## src/rtl/decode_stage.sv

```systemverilog
// RV32I decode stage: instruction decoder, 32x32 register file with
// write-first bypass, and the ID/EX register that feeds execute.
module decode_stage (
    input  logic        clk,
    input  logic        rst,
    input  logic [31:0] instr,
    input  logic        instr_valid,
    input  logic        stall,
    input  logic        flush,
    input  logic        wb_en,
    input  logic [4:0]  wb_addr,
    input  logic [31:0] wb_data,
    output logic [31:0] rs1_data,
    output logic [31:0] rs2_data,
    output logic [31:0] imm_new,
    output logic        alusrc,
    output logic        branch,
    output logic [3:0]  aluop,
    output logic        regwrite,
    output logic        memread,
    output logic        memwrite,
    output logic        memtoreg,
    output logic [4:0]  rd,
    output logic        ex_valid,
    output logic        illegal
);

    localparam logic [3:0] OP_ADD  = 4'b0000;
    localparam logic [3:0] OP_SUB  = 4'b0001;
    localparam logic [3:0] OP_AND  = 4'b0010;
    localparam logic [3:0] OP_OR   = 4'b0011;
    localparam logic [3:0] OP_XOR  = 4'b0100;
    localparam logic [3:0] OP_SLL  = 4'b0101;
    localparam logic [3:0] OP_SRL  = 4'b0110;
    localparam logic [3:0] OP_SRA  = 4'b0111;
    localparam logic [3:0] OP_SLT  = 4'b1000;
    localparam logic [3:0] OP_SLTU = 4'b1001;

    localparam logic [6:0] OPC_R    = 7'b0110011;
    localparam logic [6:0] OPC_I    = 7'b0010011;
    localparam logic [6:0] OPC_LW   = 7'b0000011;
    localparam logic [6:0] OPC_SW   = 7'b0100011;
    localparam logic [6:0] OPC_BEQ  = 7'b1100011;

    typedef struct packed {
        logic [31:0] rs1;
        logic [31:0] rs2;
        logic [31:0] imm;
        logic        alusrc;
        logic        branch;
        logic [3:0]  aluop;
        logic        regwrite;
        logic        memread;
        logic        memwrite;
        logic        memtoreg;
        logic [4:0]  rd;
        logic        valid;
        logic        illegal;
    } idex_t;

    function automatic logic [3:0] alu_f3(input logic [2:0] f, input logic alt);
        logic [3:0] op;
        case (f)
            3'b000:  op = alt ? OP_SUB : OP_ADD;
            3'b001:  op = OP_SLL;
            3'b010:  op = OP_SLT;
            3'b011:  op = OP_SLTU;
            3'b100:  op = OP_XOR;
            3'b101:  op = alt ? OP_SRA : OP_SRL;
            3'b110:  op = OP_OR;
            default: op = OP_AND;
        endcase
        return op;
    endfunction

    logic [6:0]  opc;
    logic [2:0]  f3;
    logic [6:0]  f7;
    logic [4:0]  rs1_a;
    logic [4:0]  rs2_a;
    logic [4:0]  rd_a;
    logic [31:0] imm_i;
    logic [31:0] imm_s;
    logic [31:0] imm_b;
    logic [31:0] rs1_v;
    logic [31:0] rs2_v;
    logic [31:0] rf_q [32];
    logic        legal;
    idex_t       dec;
    idex_t       idex_d;
    idex_t       idex_q;

    assign opc   = instr[6:0];
    assign rd_a  = instr[11:7];
    assign f3    = instr[14:12];
    assign rs1_a = instr[19:15];
    assign rs2_a = instr[24:20];
    assign f7    = instr[31:25];
    assign imm_i = {{20{instr[31]}}, instr[31:20]};
    assign imm_s = {{20{instr[31]}}, instr[31:25], instr[11:7]};
    assign imm_b = {{19{instr[31]}}, instr[31], instr[7],
                    instr[30:25], instr[11:8], 1'b0};

    // x0 is hardwired; a same-cycle write-back wins over the stored value
    assign rs1_v = (rs1_a == 5'd0) ? 32'd0 :
                   (wb_en && wb_addr == rs1_a) ? wb_data : rf_q[rs1_a];
    assign rs2_v = (rs2_a == 5'd0) ? 32'd0 :
                   (wb_en && wb_addr == rs2_a) ? wb_data : rf_q[rs2_a];

    always_comb begin
        legal      = 1'b0;
        dec        = '0;
        dec.rs1    = rs1_v;
        dec.rs2    = rs2_v;
        dec.valid  = 1'b1;
        case (opc)
            OPC_R: begin
                if (f7 == 7'b0000000 || f7 == 7'b0100000) begin
                    legal        = 1'b1;
                    dec.regwrite = 1'b1;
                    dec.rd       = rd_a;
                    dec.aluop    = alu_f3(f3, f7[5]);
                end
            end
            OPC_I: begin
                legal        = 1'b1;
                dec.regwrite = 1'b1;
                dec.alusrc   = 1'b1;
                dec.rd       = rd_a;
                dec.imm      = imm_i;
                dec.aluop    = alu_f3(f3, f3 == 3'b101 && instr[30]);
            end
            OPC_LW: begin
                if (f3 == 3'b010) begin
                    legal        = 1'b1;
                    dec.regwrite = 1'b1;
                    dec.memread  = 1'b1;
                    dec.memtoreg = 1'b1;
                    dec.alusrc   = 1'b1;
                    dec.rd       = rd_a;
                    dec.imm      = imm_i;
                end
            end
            OPC_SW: begin
                if (f3 == 3'b010) begin
                    legal        = 1'b1;
                    dec.memwrite = 1'b1;
                    dec.alusrc   = 1'b1;
                    dec.imm      = imm_s;
                end
            end
            OPC_BEQ: begin
                if (f3 == 3'b000) begin
                    legal      = 1'b1;
                    dec.branch = 1'b1;
                    dec.aluop  = OP_SUB;
                    dec.imm    = imm_b;
                end
            end
            default: legal = 1'b0;
        endcase
    end

    // A stalled entry is held as-is, but the illegal pulse never repeats
    always_comb begin
        idex_d         = idex_q;
        idex_d.illegal = 1'b0;
        if (flush) begin
            idex_d = '0;
        end else if (!stall) begin
            idex_d = '0;
            if (instr_valid) begin
                if (legal) begin
                    idex_d = dec;
                end else begin
                    idex_d.illegal = 1'b1;
                end
            end
        end
    end

    always_ff @(posedge clk or posedge rst) begin
        if (rst) begin
            idex_q <= '0;
        end else begin
            idex_q <= idex_d;
        end
    end

    always_ff @(posedge clk or posedge rst) begin
        if (rst) begin
            for (int i = 0; i < 32; i++) begin
                rf_q[i] <= 32'd0;
            end
        end else if (wb_en && wb_addr != 5'd0) begin
            rf_q[wb_addr] <= wb_data;
        end
    end

    assign rs1_data = idex_q.rs1;
    assign rs2_data = idex_q.rs2;
    assign imm_new  = idex_q.imm;
    assign alusrc   = idex_q.alusrc;
    assign branch   = idex_q.branch;
    assign aluop    = idex_q.aluop;
    assign regwrite = idex_q.regwrite;
    assign memread  = idex_q.memread;
    assign memwrite = idex_q.memwrite;
    assign memtoreg = idex_q.memtoreg;
    assign rd       = idex_q.rd;
    assign ex_valid = idex_q.valid;
    assign illegal  = idex_q.illegal;

endmodule

```

## config.mk

```make
export PLATFORM = sky130hd
export DESIGN_NAME = decode_stage
export DESIGN_NICKNAME = d
export VERILOG_FILES = /design/src/rtl/decode_stage.sv
export SDC_FILE = /design/constraint.sdc
export NUM_CORES = 2
export LEC_CHECK = 0
export CORE_MARGIN = 2
export CORE_UTILIZATION = 50
export DETAILED_ROUTE_END_ITERATION = 8
export DONT_BUFFER_PORTS = 1
export PLACE_DENSITY = 0.68
export SYNTH_ARGS = -nofsm -noshare
export SYNTH_HDL_FRONTEND = slang
export SYNTH_SLANG_ARGS = --single-unit
```

## constraint.sdc

```tcl
create_clock -name clk -period 36.9 [get_ports clk]
set_input_delay 7.38 -clock clk [delete_from_list [all_inputs] [get_ports clk]]
set_output_delay 7.38 -clock clk [all_outputs]
set_load 0.05 [all_outputs]
```

==> results_dict.tcl <==
set metrics [dict create \
    numClockSinks 1117 \
    drc 0 \
    grt_setup_unrepaired "no" \
    synth-edff-count 0 \
    ys_seq_area_frac 0.486 \
    die_h_um 343 \
    syn_to_final_growth_pct 8.45 \
    diodes 0 \
    cp-end-kind "async pin" \
    setup_viol 0 \
    fin_ws_ns 27.00 \
    critPathLaunch "rst" \
    p_int_mw 2.54 \
    maxCapViolations 0 \
    switching_share 0.250 \
    root_buffer "clkbuf_16" \
    p_comb_frac 0.162 \
    post-route-min-period_ns 9.90 \
    gp_congestion 0.823 \
    cts_tree "yes" \
    postCtsResizedCells 0 \
    htree_levels 3 \
    path_clk_slew_ns 0.06 \
    r2r_setup_slack_ns 34.44 \
    whs_ns 0.396 \
    critPathCapture "rf_q[846]" \
    place_hpwl_mm 95.4 \
    io_pins 188 \
    cts_buffers 117 \
    post-route-period-util 0.268 \
    ir_worst_vdd_mv 0.0438 \
    worstMarginPinSlew_ns 1.23 \
    gr-total-overflow 0 \
    rows 124 \
    postCtsHoldBufs 0 \
    die-area_sq_um 118000 \
    wire_per_inst_um 34.4 \
    slew_viol_final 0 \
    synth_most_common_cell "dfrtp_1" \
    ant_nets 0 \
    wirelength_mm 175 \
    ys_warn_count 0 \
    outcome "complete, no violations" \
    clk_latency_ns 0.72 \
    synth_ff_type "dfrtp_1" \
    hold_viol 0 \
    reg2regPathDepth 5 \
    syn_area_per_cell_sq_um 15.4 \
    core_sq_um 114000 \
    clock_path_buffers 3 \
    nNetsFinal 3558 \
    ys_seq_elements 1117 \
    finalSetupTns_ns 0 \
    p_seq_frac 0.471 \
    r2r_start "rf_q[537]" \
    ys_top_cells_by_count "1117 x dfrtp_1, 992 x mux2_2, 530 x mux4_2, 285 x clkbuf_1, 144 x o22ai_1" \
    place_ws_ns 26.13 \
    post_dp_cell_area_sq_um 58300 \
    reg2reg_to "rs2_data[25]" \
    fmax_mhz 101 \
    p_leak_nw 26.5 \
    grt_max_degree 260 \
    die_x_um 343 \
    synth_cell_types 60 \
    maxSlewHeadroom 0.157 \
    p_per_area_nw_per_um2 54.4 \
    hold_path.class "reg2reg" \
    critPathLaunchType "primary input" \
    clock_skew_ns 0.0274 \
    track_usage 0.302 \
    drtPass1Iterations 5 \
    vias_per_cell 7.01 \
    p_sw_mw 0.846 \
    stdcell_count 5095 \
    port_buffers 0 \
    path_class "in2async" \
    clkPwrFrac 0.366 \
    path_max_fanout 146 \
    start_util 0.503 \
    synthCells 3739 \
    final_area_sq_um 62300 \
    dp_cells 4876 \
    antenna_found_initial 1 \
    synth_top_area_frac 0.486 \
    layout-drive-gt1-share 0.524 \
    synth_area_sq_um 57500 \
    grt_pass1_vias 36600 \
    drtIter0Drc 3934 \
    synth_nets 3814 \
    post_cts_buffers 0 \
    worstPathArrival_ns 10.59 \
    synth_area_leaders "dfrtp_1 49%, mux4_2 21%, mux2_2 19%" \
    vias 35700 \
    critPathRequiredTime_ns 37.59 \
    synthArstFlopShare 1.00 \
    yosysTopAreaCell "dfrtp_1" \
    grt_pass1_wl_mm 259 \
]
## state kept, by name (all words and copies together) (netlist names)
name,flops
rd,5
rs2_data,32
rs1_data,32
rf_q,1024
illegal,1
regwrite,1
ex_valid,1
alusrc,1
imm_new,13
aluop,4
memread,1
memwrite,1
branch,1
## through the flow
stage	utilization	power (mW)
CTS	0.546	3.40
global route	0.546	3.52
finish	0.546	3.39
detailed placement	0.510	2.16
global placement	0.510	2.14
floorplan	-	2.07
## power by group through the flow
| stage | clock (mW) | combinational (mW) | sequential [mW] |
|---|---|---|---|
| floorplan | 0 | 0.507 | 1.56 |
| finish | 1.24 | 0.551 | 1.60 |
| global placement | 0 | 0.535 | 1.60 |
| detailed placement | 0 | 0.549 | 1.61 |
| CTS | 1.26 | 0.552 | 1.59 |
| global route | 1.31 | 0.587 | 1.62 |
## layout by cell type, fill, tap and decap left out, types with 7 or more instances in the layout
cell and n:
nor2_1 11, clkinv_2 28, buf_4 68, mux2_2 992, nand2_2 17, clkbuf_8 27, a2111oi_0 18, dfrtp_1 1116
mux2i_1 46, o221ai_1 17, nor4_1 14, nor4b_2 29, xnor2_1 7, a221o_1 32, mux4_2 530, bufinv_16 12
o21ai_1 10, nor2_4 16, o21ai_0 27, clkbuf_1 23, nand2_1 85, a22o_1 22, o22ai_1 144, clkbuf_16 119
a22oi_1 27, nand3b_1 8, a21oi_1 33
## metal layers
layer | up-vias | GRT usage | share of wire
met5 | - | 0 | 0
met4 | 0 | 0.102 | 0.034
met3 | 316 | 0.0739 | 0.098
met2 | 1750 | 0.453 | 0.46
met1 | 19600 | 0.433 | 0.41
li1 | 14100 | - | -
## cell families (layout without fill, tap and decap cells)
| logic type | Yosys count | count (layout) | share of synthesized area |
|---|---|---|---|
| muxes | 1568 | 1568 | 0.410 |
| DFF | 1117 | 1117 | 0.486 |
| buffers and inverters | 452 | 296 | 0.0329 |
| AOI/OAI and AO/OA | 348 | 348 | 0.0425 |
| and+or+nand+nor | 243 | 243 | 0.0263 |
| xor gates and xnor gates | 11 | 11 | 0.00168 |
## layout make-up
cell class              count  area (sq um)
clock buffers             169          3440
multi-input cells        2170         27800
repair buffers             71           578
clock inverters            50           594
well taps                1512          1890
fillers                  9162         51900
inverters                   6          26.3
flip-flops and latches   1117         28000
## worst max-delay path: stages
cell and delay (ns):
clkinvlp_4 0.05, buf_12 0.53, buf_4 0.86, buf_4 0.68, buf_4 0.84
## worst min-delay path by stage
stage | depth (start not counted) | slack (ns) | end | start
2_1_floorplan | 1 | 0.44 | rf_q[1000] | rf_q[1000]
3_3_place_gp | 0 | 0.38 | rf_q[1011] | rf_q[1011]
3_5_place_dp | 0 | 0.38 | rf_q[1009] | rf_q[1009]
4_1_cts | 0 | 0.40 | rf_q[1009] | rf_q[1009]
5_1_grt | 0 | 0.41 | rf_q[1008] | rf_q[1008]
6_report | 0 | 0.40 | rf_q[1020] | rf_q[1020]
Power figures use the tool's default switching activity.
